## src/rtl/mem_stage.sv

```systemverilog
// MEM stage of a five-stage pipeline: word-addressed data memory, store
// counter, sticky misalignment flag and the MEM/WB pipeline register.
module mem_stage #(
  parameter int DEPTH = 64,
  parameter int AW    = 6
) (
  input  logic        clk,
  input  logic        reset_n,
  input  logic        RegWriteM,
  input  logic        MemtoRegM,
  input  logic        MemWriteM,
  input  logic [4:0]  WriteRegM,
  input  logic [31:0] ALUOutM,
  input  logic [31:0] WriteDataM,
  input  logic        StallW,
  output logic        RegWriteW,
  output logic [4:0]  WriteRegW,
  output logic [31:0] ResultW,
  output logic        MisalignW,
  output logic [15:0] StoreCnt
);

  // Data memory; deliberately has no reset so contents survive reset_n.
  logic [31:0] mem_array [DEPTH];

  logic [AW-1:0] word_idx;
  logic [31:0]   rd_data;
  logic          misaligned;
  logic          store_ok;

  logic        reg_write_q,   reg_write_d;
  logic [4:0]  write_reg_q,   write_reg_d;
  logic        mem_to_reg_q,  mem_to_reg_d;
  logic [31:0] alu_out_q,     alu_out_d;
  logic [31:0] read_data_q,   read_data_d;
  logic        misalign_q,    misalign_d;
  logic [15:0] store_cnt_q,   store_cnt_d;

  // Address decode: upper address bits are dropped so accesses wrap.
  always_comb begin
    word_idx   = ALUOutM[AW+1:2];
    rd_data    = mem_array[word_idx];
    misaligned = (ALUOutM[1:0] != 2'b00);
    store_ok   = MemWriteM & ~misaligned;
  end

  // Aligned stores commit regardless of StallW but never while in reset.
  always_ff @(posedge clk) begin
    if (reset_n && store_ok) begin
      mem_array[word_idx] <= WriteDataM;
    end
  end

  // Next-state for MEM/WB register, sticky flag and store counter.
  always_comb begin
    reg_write_d  = reg_write_q;
    write_reg_d  = write_reg_q;
    mem_to_reg_d = mem_to_reg_q;
    alu_out_d    = alu_out_q;
    read_data_d  = read_data_q;
    misalign_d   = misalign_q;
    store_cnt_d  = store_cnt_q;
    if (!StallW) begin
      reg_write_d  = RegWriteM;
      write_reg_d  = WriteRegM;
      mem_to_reg_d = MemtoRegM;
      alu_out_d    = ALUOutM;
      read_data_d  = rd_data;
    end
    if ((MemWriteM | MemtoRegM) && misaligned) begin
      misalign_d = 1'b1;
    end
    if (store_ok) begin
      store_cnt_d = store_cnt_q + 16'd1;
    end
  end

  // State registers with asynchronous active-low clear.
  always_ff @(posedge clk or negedge reset_n) begin
    if (!reset_n) begin
      reg_write_q  <= 1'b0;
      write_reg_q  <= 5'd0;
      mem_to_reg_q <= 1'b0;
      alu_out_q    <= 32'd0;
      read_data_q  <= 32'd0;
      misalign_q   <= 1'b0;
      store_cnt_q  <= 16'd0;
    end else begin
      reg_write_q  <= reg_write_d;
      write_reg_q  <= write_reg_d;
      mem_to_reg_q <= mem_to_reg_d;
      alu_out_q    <= alu_out_d;
      read_data_q  <= read_data_d;
      misalign_q   <= misalign_d;
      store_cnt_q  <= store_cnt_d;
    end
  end

  // Write-back result select and output wiring.
  always_comb begin
    RegWriteW = reg_write_q;
    WriteRegW = write_reg_q;
    ResultW   = mem_to_reg_q ? read_data_q : alu_out_q;
    MisalignW = misalign_q;
    StoreCnt  = store_cnt_q;
  end

endmodule

```

## config.mk

```make
export PLATFORM = sky130hd
export DESIGN_NAME = mem_stage
export DESIGN_NICKNAME = d
export VERILOG_FILES = /design/src/rtl/mem_stage.sv
export SDC_FILE = /design/constraint.sdc
export NUM_CORES = 2
export LEC_CHECK = 0
export BUFFER_PORTS_ARGS = -buffer_cell sky130_fd_sc_hd__buf_2
export CORE_ASPECT_RATIO = 0.8
export CORE_MARGIN = 5
export CORE_UTILIZATION = 48
export DETAILED_ROUTE_END_ITERATION = 6
export PLACE_DENSITY = 0.66
export SKIP_CTS_REPAIR_TIMING = 1
export SLEW_MARGIN = 20
export SYNTH_ARGS = -nofsm -noshare
export SYNTH_HDL_FRONTEND = slang
export SYNTH_SLANG_ARGS = --single-unit
export TNS_END_PERCENT = 1
```

## constraint.sdc

```tcl
create_clock -name clk -period 1.85 [get_ports clk]
set_clock_uncertainty 0.1 [all_clocks]
set_input_delay 0.0925 -clock clk [delete_from_list [all_inputs] [get_ports clk]]
set_output_delay 0.0925 -clock clk [all_outputs]
set_load 0.05 [all_outputs]
```

# == Word level (Yosys, flattened, before mapping) ==
# Memories as Yosys holds them, arrays and structs flattened. A register that Yosys moved wholly into a read port is not among the register bits.
# Index checks and enable logic that the tools add are counted.
# word_totals
ff_bits,56
mem_bits_rw,2048
in_bits,75
out_inout_bits,55
elab_cells,19
memories,1
# mem_list
memory,depth,width,read_ports,rd_clocked_by_memory_dff,wr,line,text
mem_array,64,32,1,1,1,24,logic [31:0] mem_array [DEPTH];
# op_classes
addsub,1
n_mux,3
n_bitwise,3
reduce_logical,5
# op_table
operator,n
$mux W32,1
$add A16 B1 Y16 const B,1
$logic_and A1 B1 Y1,2
$logic_not A1 Y1,2
$mux W1,2
$reduce_bool A2 Y1,1
$and A1 B1 Y1,1
$not A1 Y1,1
$or A1 B1 Y1,1

# == Logic depth before layout (Yosys ltp) ==
# logic_depth
word_depth,6
ltp_mapped,11

# == Worst setup path after synthesis ==
# No wires, ideal clock.
# synth_path
path_type,input to register
startpoint,input ALUOutM[3]
endpoint,memory mem_array[12][0] (enable)
setup_ps,421
arrival_time_ps,2631
t_required_ps,1329
path_slack_ps,-1303
path_stages,7
cell_sequence,buf_6 buf_6 or2_2 clkbuf_1 nor2_1 nand2_1 nor2_1
# synth_rtl
element,line,text
"start, declared",13,"input logic [31:0] ALUOutM,"
"end, declared",24,
# No word-level cell before the write port.

# == Final worst setup path ==
# layout_path
startpoint,register mem_to_reg_q
endpoint,output ResultW[14]
# layout_between
elab_chain_len,1
# layout_lines
element,line,text
"start, declared",33,"logic mem_to_reg_q, mem_to_reg_d;"
"start signal, assigned",91,mem_to_reg_q <= mem_to_reg_d;
$mux W32,103,ResultW = mem_to_reg_q ? read_data_q : alu_out_q;
"end, declared",18,"output logic [31:0] ResultW,"
# No other way between the ends.

==> impl_results.md <==
* Nets@finish at 5463
* CP max stage delay at roughly 0.42 ns
* Slew headroom at 19.70%
* Syn_nets at 4428
* Largest net degree at the start of global routing at around 90
* Core Area at approximately 170000 sq um
* Fraction of layout cells with a size suffix above 1 at between 30% and 40%
* Die Footprint at around 180000 sq um
* P_leak at 34.73 nW
* Clock Path Buffers at 3
* Most frequent cell after synthesis: edfxtp_1
* Initial core utilization at 48.11%
* Max Slew Vio Count at 0
* Critical path type: register to output port
* Prevailing post-synth register cell: edfxtp_1
* Syn Inst Count at 4352
* Num CTS Buffers at 194
* Family with the most delay on the worst path: buffers and inverters
* Fmax at 438.7 MHz
* Unrepaired setup endpoints after global routing: true
* Failing checks: design-rule violations, negative setup slack
* Area Overhead vs Synth at 24.77%
* Synth cell count leaders: edfxtp_1 (2048), mux2_2 (226), a221oi_1 (206)
* CTS tree: done
* DR iter-0 viols at about 8700
* Area after DPL at 94830 sq um
* Pwr/cell area at roughly 1000 nW/um^2
* Buf/Inv on CP at 3
* Max Cap Viol at 0
* Critical path fanouts, max at 10
* Final min period at about 2.3 ns
* Tot GR Track Use at 31.65%
* Arr. time, crit path at 2.09 ns
* Peak supply drop at 1046 uV
* Period Utilization, post-route at 123.2%
* Root Driver: clkbuf_16
* Measured slew at the worst slew-check pin at 1.204 ns
* Final hold violation count at 0
* Vias per Instance at 6.606
* Post-Syn Area at 82440 sq um
* Pre-antenna DRT Iters at 7
* Vias in the first global route at about 49000
* Avg Synthesized Cell Area at 18.94 sq um
* Critical Path Slowest Stage Cell: dfrtp_2
* Hold slack at roughly 0.052 ns
* Drt total wl at just under 300000 um
* Core Rows at 136
* Routability cong. at 0.9416
* Post-route antenna net violation count at 0
* Die Ht at around 380 um
* WP data required at 1.66 ns
* Via count at 51720
* Total power at roughly 100 mW
* Crit path cell chain: buf_4 -> clkbuf_16 -> mux2_2 -> buf_6
* Setup TNS at -22.68 ns
* Status: finished, violations left
* Async S/R FF share, synth at 4.120%
* Top Ports at 130
* HP Class: input pin to register
* Clock sink count at approximately 2100
* CP startpoint kind: register
* Congestion Overflow GR at 0
* Wire per inst at 37.19 um
* Chip width at 473.3 um
* DRC violations left at 6
* Number of library cell types mapped by synthesis at 72
* # setup viols final at between 200 and 300
* Global-route wire length before repair at about 400000 um
* Initial antenna violation count at 16
* Slack of the critical path at -0.4292 ns
* Cell area after layout at approximately 100000 sq um
* Worst-Skew Late Latency at roughly 0.86 ns
* Count of input and output buffers at 129
* Post-synth EDFFs at approximately 2000
* Top post-synthesis cells by area: edfxtp_1 (75%), mux4_2 (4.9%), mux2_2 (3.1%)
* Dpl hpwl at 191300 um
* Endpoint class of the critical path: output port
* Post-synth top area cell: edfxtp_1
* Clock-pin slew on the worst setup and hold paths at roughly 0.070 ns
* Synth top area share at around 75%
* Sequential area share after synthesis at 77.27%
* Seq cells post-synth at 2136
* Yosys warns at 0
* H-tree levels at 4
* Final core occ at 60.02%
power breakdown:
group,switching [mW],total (mW),internal [mW]
clock network,17.9,39.9,22.0
logic,5.55,8.89,3.33
registers,0.346,53.6,53.2
total,23.8,102,78.5
state kept, by name, indices dropped and copies added (netlist names):
name          count
read_data_q      32
mem_array      2048
RegWriteW         1
MisalignW         1
mem_to_reg_q      1
alu_out_q        32
StoreCnt         16
WriteRegW         5
final cells by class:
type / count / area, sq um
Antenna cell: 6 / 15.01
Clock buffer: 243 / 5194
Clock inverter: 112 / 965.9
Fill cell: 12160 / 68500
Inverter: 12 / 55.05
Multi-Input combinational cell: 1911 / 18330
Sequential cell: 2136 / 63700
Tap cell: 2277 / 2849
Timing Repair Buffer: 1132 / 11750
tightest hold or removal path, delay by kind of cell:
kind,cells,cell delay (ns)
buf+inv,1,0.29
compound gates,3,0.55
kinds of logic (layout without fill, tap and decap cells):
kind of cell | after synthesis | after routing | synth area share (%)
DFF | 2136 | 2136 | 77.27
AOI/OAI and AO/OA | 872 | 872 | 7.754
muxes | 614 | 614 | 10.59
and+or+nand+nor | 409 | 409 | 2.172
buffers and inverters | 305 | 1499 | 2.041
xor gates and xnor gates | 15 | 15 | 0.1594
adders and majority gates | 1 | 1 | 0.01518
other | 0 | 6 | 0
worst paths after layout:
path	start	endpoint	slack [ns]	cells after the start
max	mem_to_reg_q	ResultW[14]	-0.43	4
min	ALUOutM[2]	read_data_q[4]	0.05	4
max reg2reg	mem_array[41][24]	read_data_q[24]	-0.41	7
min reg2reg	alu_out_q[4]	alu_out_q[4]	0.38	2
max in group asynchronous	reset_n	read_data_q[0]	0.66	4
min in group asynchronous	reset_n	read_data_q[24]	0.36	4
cell usage in the layout (no fill, tap or decap), types with 87 or more instances in the layout:
cell,instances
nand2_1,101
mux2_2,220
mux4_2,182
buf_2,104
a21oi_1,116
clkbuf_16,199
a22oi_1,137
nor2_1,116
dfrtp_1,87
dlygate4sd3_1,107
buf_4,647
mux2i_1,198
edfxtp_1,2048
buf_12,250
a221oi_1,178
stage by stage:
step / setup slack [ns] / cells
finish: -0.4292 / 7829
global route: -0.4879 / 7823
CTS: -0.6763 / 7714
detailed placement: -1.317 / 7359
global placement: -1.295 / 7359
floorplan: -0.2303 / 4352
layer usage:
layer | track usage, % | vias to the layer above | part of all wire, %
met2 | 44.24 | 4489 | 42
met3 | 12.37 | 732 | 16
met4 | 12.46 | 14 | 4.6
li1 | - | 20140 | -
met5 | 0 | - | 0.037
met1 | 44.82 | 26350 | 37
Note: power is estimated with default switching activity, not from simulation.
